<file path="src/rtl/sme_pkg.sv">
// Shared types and default sizing for the SME operand gather block.
package sme_pkg;

  localparam int SME_XLEN_DEFAULT = 32;
  localparam int SME_SMAX_DEFAULT = 4;

  typedef enum logic [1:0] {
    ST_IDLE  = 2'd0,
    ST_FETCH = 2'd1,
    ST_LAST  = 2'd2,
    ST_ISSUE = 2'd3
  } gather_state_e;

endpackage

</file>
<file path="src/rtl/sme_operand_gather.sv">
// Gathers d masked shares of rs1/rs2 from the share register file and presents them to the ALU.
// Optional: define SME_GATHER_CLEAR_EN to zero all slots after each ALU handshake or flush.
//
// Handshakes: a transfer happens on a rising edge where valid && ready are both high.
// req_valid/req_ready accept a request; alu_valid/alu_ready hand the operands off.
// alu_valid, once high, holds with stable operands until alu_ready; flush overrides both.
module sme_operand_gather
  import sme_pkg::*;
#(
  parameter int XLEN = SME_XLEN_DEFAULT,
  parameter int SMAX = SME_SMAX_DEFAULT,
  localparam int IW = (SMAX > 1) ? $clog2(SMAX) : 1,
  localparam int DW = $clog2(SMAX + 1)
) (
  input  logic                           g_clk,
  input  logic                           g_rst,
  input  logic [3:0]                     smectl_d,
  input  logic                           flush,
  input  logic                           req_valid,
  output logic                           req_ready,
  output logic                           rf_ren,
  output logic [IW-1:0]                  rf_share,
  input  logic [XLEN-1:0]                rf_rs1,
  input  logic [XLEN-1:0]                rf_rs2,
  output logic                           alu_valid,
  input  logic                           alu_ready,
  output logic [SMAX-1:0][XLEN-1:0]      alu_rs1,
  output logic [SMAX-1:0][XLEN-1:0]      alu_rs2,
  output gather_state_e                  state_dbg
);

  gather_state_e            state_q, state_d;
  logic [IW-1:0]            counter_q;
  logic [DW-1:0]            d_eff_q;
  logic [DW-1:0]            d_eff_sel;
  logic                     cap_valid_q;
  logic [IW-1:0]            cap_idx_q;
  logic [SMAX-1:0][XLEN-1:0] slot_rs1_q;
  logic [SMAX-1:0][XLEN-1:0] slot_rs2_q;

  logic accept;
  logic last_fetch;
  logic alu_fire;
  logic clear_evt;

  assign accept     = (state_q == ST_IDLE) && req_valid && !flush;
  assign last_fetch = (DW'(counter_q) == (d_eff_q - DW'(1)));
  assign alu_fire   = (state_q == ST_ISSUE) && alu_ready;

`ifdef SME_GATHER_CLEAR_EN
  assign clear_evt = flush || alu_fire;
`else
  assign clear_evt = 1'b0;
`endif

  // Clamp the requested share count into 1..SMAX.
  always_comb begin
    d_eff_sel = DW'(smectl_d);
    if (smectl_d == 4'd0) begin
      d_eff_sel = DW'(1);
    end else if (int'(smectl_d) > SMAX) begin
      d_eff_sel = DW'(SMAX);
    end
  end

  always_ff @(posedge g_clk or posedge g_rst) begin
    if (g_rst) begin
      state_q <= ST_IDLE;
    end else begin
      state_q <= state_d;
    end
  end

  always_comb begin
    state_d = state_q;
    case (state_q)
      ST_IDLE:  if (req_valid) state_d = ST_FETCH;
      ST_FETCH: if (last_fetch) state_d = ST_LAST;
      ST_LAST:  state_d = ST_ISSUE;
      ST_ISSUE: if (alu_ready) state_d = ST_IDLE;
      default:  state_d = ST_IDLE;
    endcase
    if (flush) begin
      state_d = ST_IDLE;
    end
  end

  always_ff @(posedge g_clk or posedge g_rst) begin
    if (g_rst) begin
      counter_q <= '0;
      d_eff_q   <= DW'(1);
    end else begin
      if (accept) begin
        d_eff_q <= d_eff_sel;
      end
      if (flush || accept || last_fetch && (state_q == ST_FETCH)) begin
        counter_q <= '0;
      end else if (state_q == ST_FETCH) begin
        counter_q <= counter_q + IW'(1);
      end
    end
  end

  // Read data arrives the cycle after rf_ren; remember which slot it belongs to.
  always_ff @(posedge g_clk or posedge g_rst) begin
    if (g_rst) begin
      cap_valid_q <= 1'b0;
      cap_idx_q   <= '0;
    end else begin
      cap_valid_q <= (state_q == ST_FETCH) && !flush;
      cap_idx_q   <= counter_q;
    end
  end

  always_ff @(posedge g_clk or posedge g_rst) begin
    if (g_rst) begin
      slot_rs1_q <= '0;
      slot_rs2_q <= '0;
    end else if (clear_evt) begin
      slot_rs1_q <= '0;
      slot_rs2_q <= '0;
    end else if (cap_valid_q && !flush) begin
      slot_rs1_q[cap_idx_q] <= rf_rs1;
      slot_rs2_q[cap_idx_q] <= rf_rs2;
    end
  end

  // Slots beyond the active share count never leak stale data to the ALU.
  always_comb begin
    alu_rs1 = '0;
    alu_rs2 = '0;
    for (int i = 0; i < SMAX; i++) begin
      if (i < int'(d_eff_q)) begin
        alu_rs1[i] = slot_rs1_q[i];
        alu_rs2[i] = slot_rs2_q[i];
      end
    end
  end

  assign req_ready = (state_q == ST_IDLE);
  assign rf_ren    = (state_q == ST_FETCH);
  assign rf_share  = (state_q == ST_FETCH) ? counter_q : '0;
  assign alu_valid = (state_q == ST_ISSUE);
  assign state_dbg = state_q;

endmodule

</file>
<file path="config.mk">
export PLATFORM = sky130hd
export DESIGN_NAME = sme_operand_gather
export DESIGN_NICKNAME = d
export VERILOG_FILES = /design/src/rtl/sme_pkg.sv /design/src/rtl/sme_operand_gather.sv
export SDC_FILE = /design/constraint.sdc
export NUM_CORES = 1
export LEC_CHECK = 0
export CAP_MARGIN = 20
export CELL_PAD_IN_SITES_DETAIL_PLACEMENT = 1
export CELL_PAD_IN_SITES_GLOBAL_PLACEMENT = 1
export CORE_MARGIN = 1
export CORE_UTILIZATION = 38
export CTS_CLUSTER_DIAMETER = 30
export DETAILED_ROUTE_END_ITERATION = 12
export PLACE_DENSITY_LB_ADDON = 0.1
export SLEW_MARGIN = 20
export SYNTH_ARGS = -nofsm -noshare
export SYNTH_HDL_FRONTEND = slang
export SYNTH_SLANG_ARGS = --single-unit
</file>
<file path="constraint.sdc">
create_clock -name g_clk -period 11.9 [get_ports g_clk]
set_input_delay 1.785 -clock g_clk [delete_from_list [all_inputs] [get_ports g_clk]]
set_output_delay 1.785 -clock g_clk [all_outputs]
set_load 0.01 [all_outputs]
</file>
==> impl_results.md <==
* Post-layout nets at 1327
* Mean instance size in the synthesized netlist at 13.4 um^2
* Area used by sequential logic in the layout at 6660 um^2
* CTS Sinks at 266
* Largest net degree at the start of global routing at 117
* Max-capacitance violation count at 0
* Number of standard cells in the layout, taps in and fillers out at 1697
* P&R area growth vs syn at 51.3%
* TritonCTS clock tree: yes
* Via count of the first global-routing pass at 9029
* Die outline area at 31900 um^2
* FF-to-FF path depth at 5
* Endpoints failing hold at 0
* WP buf/inv at 3
* Routed vias at 8225
* Total routing resource utilization after global routing at 0.225
* CP most frequent cell: buf_4
* RSZ-0062 raised after global routing: false
* Actual transition at the worst max-transition pin at 1.05 ns
* Fin Setup TNS at 0 ns
* Final routed wire length divided by cell count at 20.8 um
* Number of nets produced by synthesis at 963
* Post-DRT Antenna Nets at 0
* Source of the worst register-to-register timing path: d_eff_q[2]
* Maximum buffer depth of the clock tree at 3
* Per-cell via count in the routed design at 4.85
* Count of final max-slew check failures at 0
* Endpoint required time on the critical path at 10.12 ns
* Number of antenna violations at the first check in global routing at 0
* Die H at 179 um
* Dpl hpwl at 22400 um
* Total overflow reported by the global router at 0
* Post-Synthesis Cells at 885
* Fmax at 0.184 GHz
* Worst setup path start: d_eff_q[2]
* Number of buffers added by the clock tree synthesis step at 68
* Maximum vdd drop at 0.125 mV
* Finish-stage setup viols at 0
* Distinct cell type count after synthesis at 31
* Arr. time, crit path at 3.65 ns
* Post-CTS clock slew at the launch and capture registers of the worst setup and hold paths at 0.04 ns
* Standard-cell row count at 64
* Post-route setup slack at 6.47 ns
* Area of the core at 30700 um^2
* Post-CTS sizing at 0
* Die extent in x at 179 um
* DR pass1 iterations at 4
* Post-CTS Setup Inserts at 0
* Worst setup slack after placement at 6.89 ns
* Worst hold stages at 0
* Leakage at 0.00813 uW
* Initial core utilization at 0.386
* YS warnings at 0
* Count of input and output buffers at 335
* Fraction of layout instances using a drive strength above 1 at 0.304
* List of cells traversed by the critical path: buf_4 > nor3_4 > buf_4 > nor2b_1 > clkdlybuf4s50_1
* Endpoint class of the critical path: output pin
* Delay of the slowest critical-path stage at 0.79 ns
* Number of ports placed on the die boundary at 336
* Worst-skew pair later-pin latency at 0.54 ns
* Final min period at 5.43 ns
* Drt drc at 0
* Share of the clock period used by the worst path after layout at 0.456
* Critical path start-end classification: register to output pin
* Max Fanout on Critical Path at 45
* Power Density at 240 nW/um^2
* Global placer's final weighted congestion at 0.732
* Post-synthesis sequential element count at 266
* Clock root buffer master: clkbuf_16
* Number of instances in the placed design at 1575
* Worst slew slack as a fraction of its limit at 0.299
* Detailed Route WL at 35200 um
* CP top delay family: buffers and inverters
* Startpoint kind of the worst setup timing path: register
* Hold bufs inserted after CTS at 0
* Number of antenna repair diodes at 0
* Fill cell count at 3039
* Violation count after the first detailed-routing iteration at 270
* CP Capture Point: alu_rs2[25]
* Cell count along the critical path at 5
* Critical Path Slowest Stage Cell: nor3_4
* Post-Synthesis Cell Area at 11800 um^2
* Final core area utilization at 0.584
* H-tree levels at 3
* Critical register-to-register path endpoint: state_dbg[0]
* First-pass GRT wire length at 53900 um
* Worst setup skew after layout at 0.0195 ns
* Multi-input gate area in the final layout at 4910 um^2
* Status: finished, final reports clean
* Worst min-delay path class: register to register
* Flop-to-flop setup slack at 9.54 ns
* Sequential element share of the synthesized area at 0.562
==> metrics by stage <==
step | hold slack (ns) | instance area (um^2) | total power (uW)
6_report | 0.486 | 17900 | 4310
5_1_grt | 0.505 | 17900 | 4520
4_1_cts | 0.477 | 17900 | 4370
3_5_place_dp | 0.465 | 15600 | 2470
3_3_place_gp | 0.471 | 15600 | 2440
2_1_floorplan | 0.425 | 11800 | 1820
==> cells in the final DEF, fill, tap and decap left out, drive strengths merged, types with 2 or more instances in the layout <==
master         instances
clkdlybuf4s50        335
mux2i                  2
buf                   13
a21oi                  4
nand2b                 2
nor2b                169
and2b                 24
clkinvlp               6
nand2                  5
bufinv                 9
nor4b                  2
xnor2                  2
nor4bb                 2
inv                   12
dfrtp                265
mux2                 257
ha                     5
clkbuf                85
and2                  67
nor3                   2
clkinv                18
o21ai                  4
nor2                   4
==> cells in the mapped netlist (all sizes together) <==
master	count	share of area
and2	67	0.035
o31ai	1	0.0011
xor2	1	0.00074
nand2	5	0.0016
a21oi	4	0.0017
nor2b	169	0.089
o221a	1	0.00095
nand2b	2	0.0011
nand3b	1	0.00063
and2b	24	0.015
dfstp	1	0.0022
dfrtp	265	0.56
nand4b	1	0.00074
nor2	4	0.0013
xnor2	2	0.0015
nor3	2	0.0013
nand3	1	0.00042
o21ai	4	0.0017
inv	8	0.0025
nor4b	2	0.0020
buf	29	0.018
clkbuf	25	0.0079
ha	5	0.0053
mux2	257	0.24
mux2i	2	0.0017
nor4bb	2	0.0017
==> flip-flops by register name, summed over array words and instances, names as in the netlist <==
name,count
d_eff_q,3
state_dbg,2
cap_valid_q,1
cap_idx_q,2
counter_q,2
slot_rs2_q,128
slot_rs1_q,128
==> worst min path at each step <==
stage / to / from / slack, ns
5_1_grt: slot_rs2_q[74] / slot_rs2_q[74] / 0.50
3_3_place_gp: cap_idx_q[1] / counter_q[1] / 0.47
3_5_place_dp: cap_idx_q[1] / counter_q[1] / 0.46
2_1_floorplan: cap_idx_q[1] / counter_q[1] / 0.42
4_1_cts: cap_idx_q[1] / counter_q[1] / 0.48
6_report: cap_idx_q[1] / counter_q[1] / 0.49
==> routing by layer <==
layer  vias to the layer above  global-route usage  share of wire
li1                       3715                   -              -
met1                      4189               0.272           0.41
met2                       267               0.380           0.50
met3                        54              0.0695          0.074
met4                         0              0.0749          0.019
met5                         -                   0              0
==> cells by family (layout without fill, tap and decap cells) <==
family	count (synthesis)	after routing	share of synthesized area
AOI/OAI and AO/OA	10	10	0.00539
xor gates and xnor gates	3	3	0.00222
adders and majority gates	5	5	0.00528
buffers and inverters	62	478	0.0288
DFF	266	266	0.562
muxes	259	259	0.246
and+or+nand+nor	280	280	0.150
==> power by group <==
| part | total (uW) | internal (uW) | switching (uW) | leakage, uW |
|---|---|---|---|---|
| combinational | 1210 | 641 | 573 | 0.00344 |
| sequential | 1230 | 1110 | 117 | 0.00355 |
| clock | 1870 | 1310 | 556 | 0.00115 |
==> cell type report <==
type | count | share of cell area
timing repair buffer | 348 | 0.193
tap | 396 | 0.0276
multi-input combinational | 557 | 0.274
clock inverter | 37 | 0.0271
sequential | 266 | 0.372
clock buffer | 85 | 0.105
inverter | 8 | 0.00209
(Power assumes the default switching activity.)
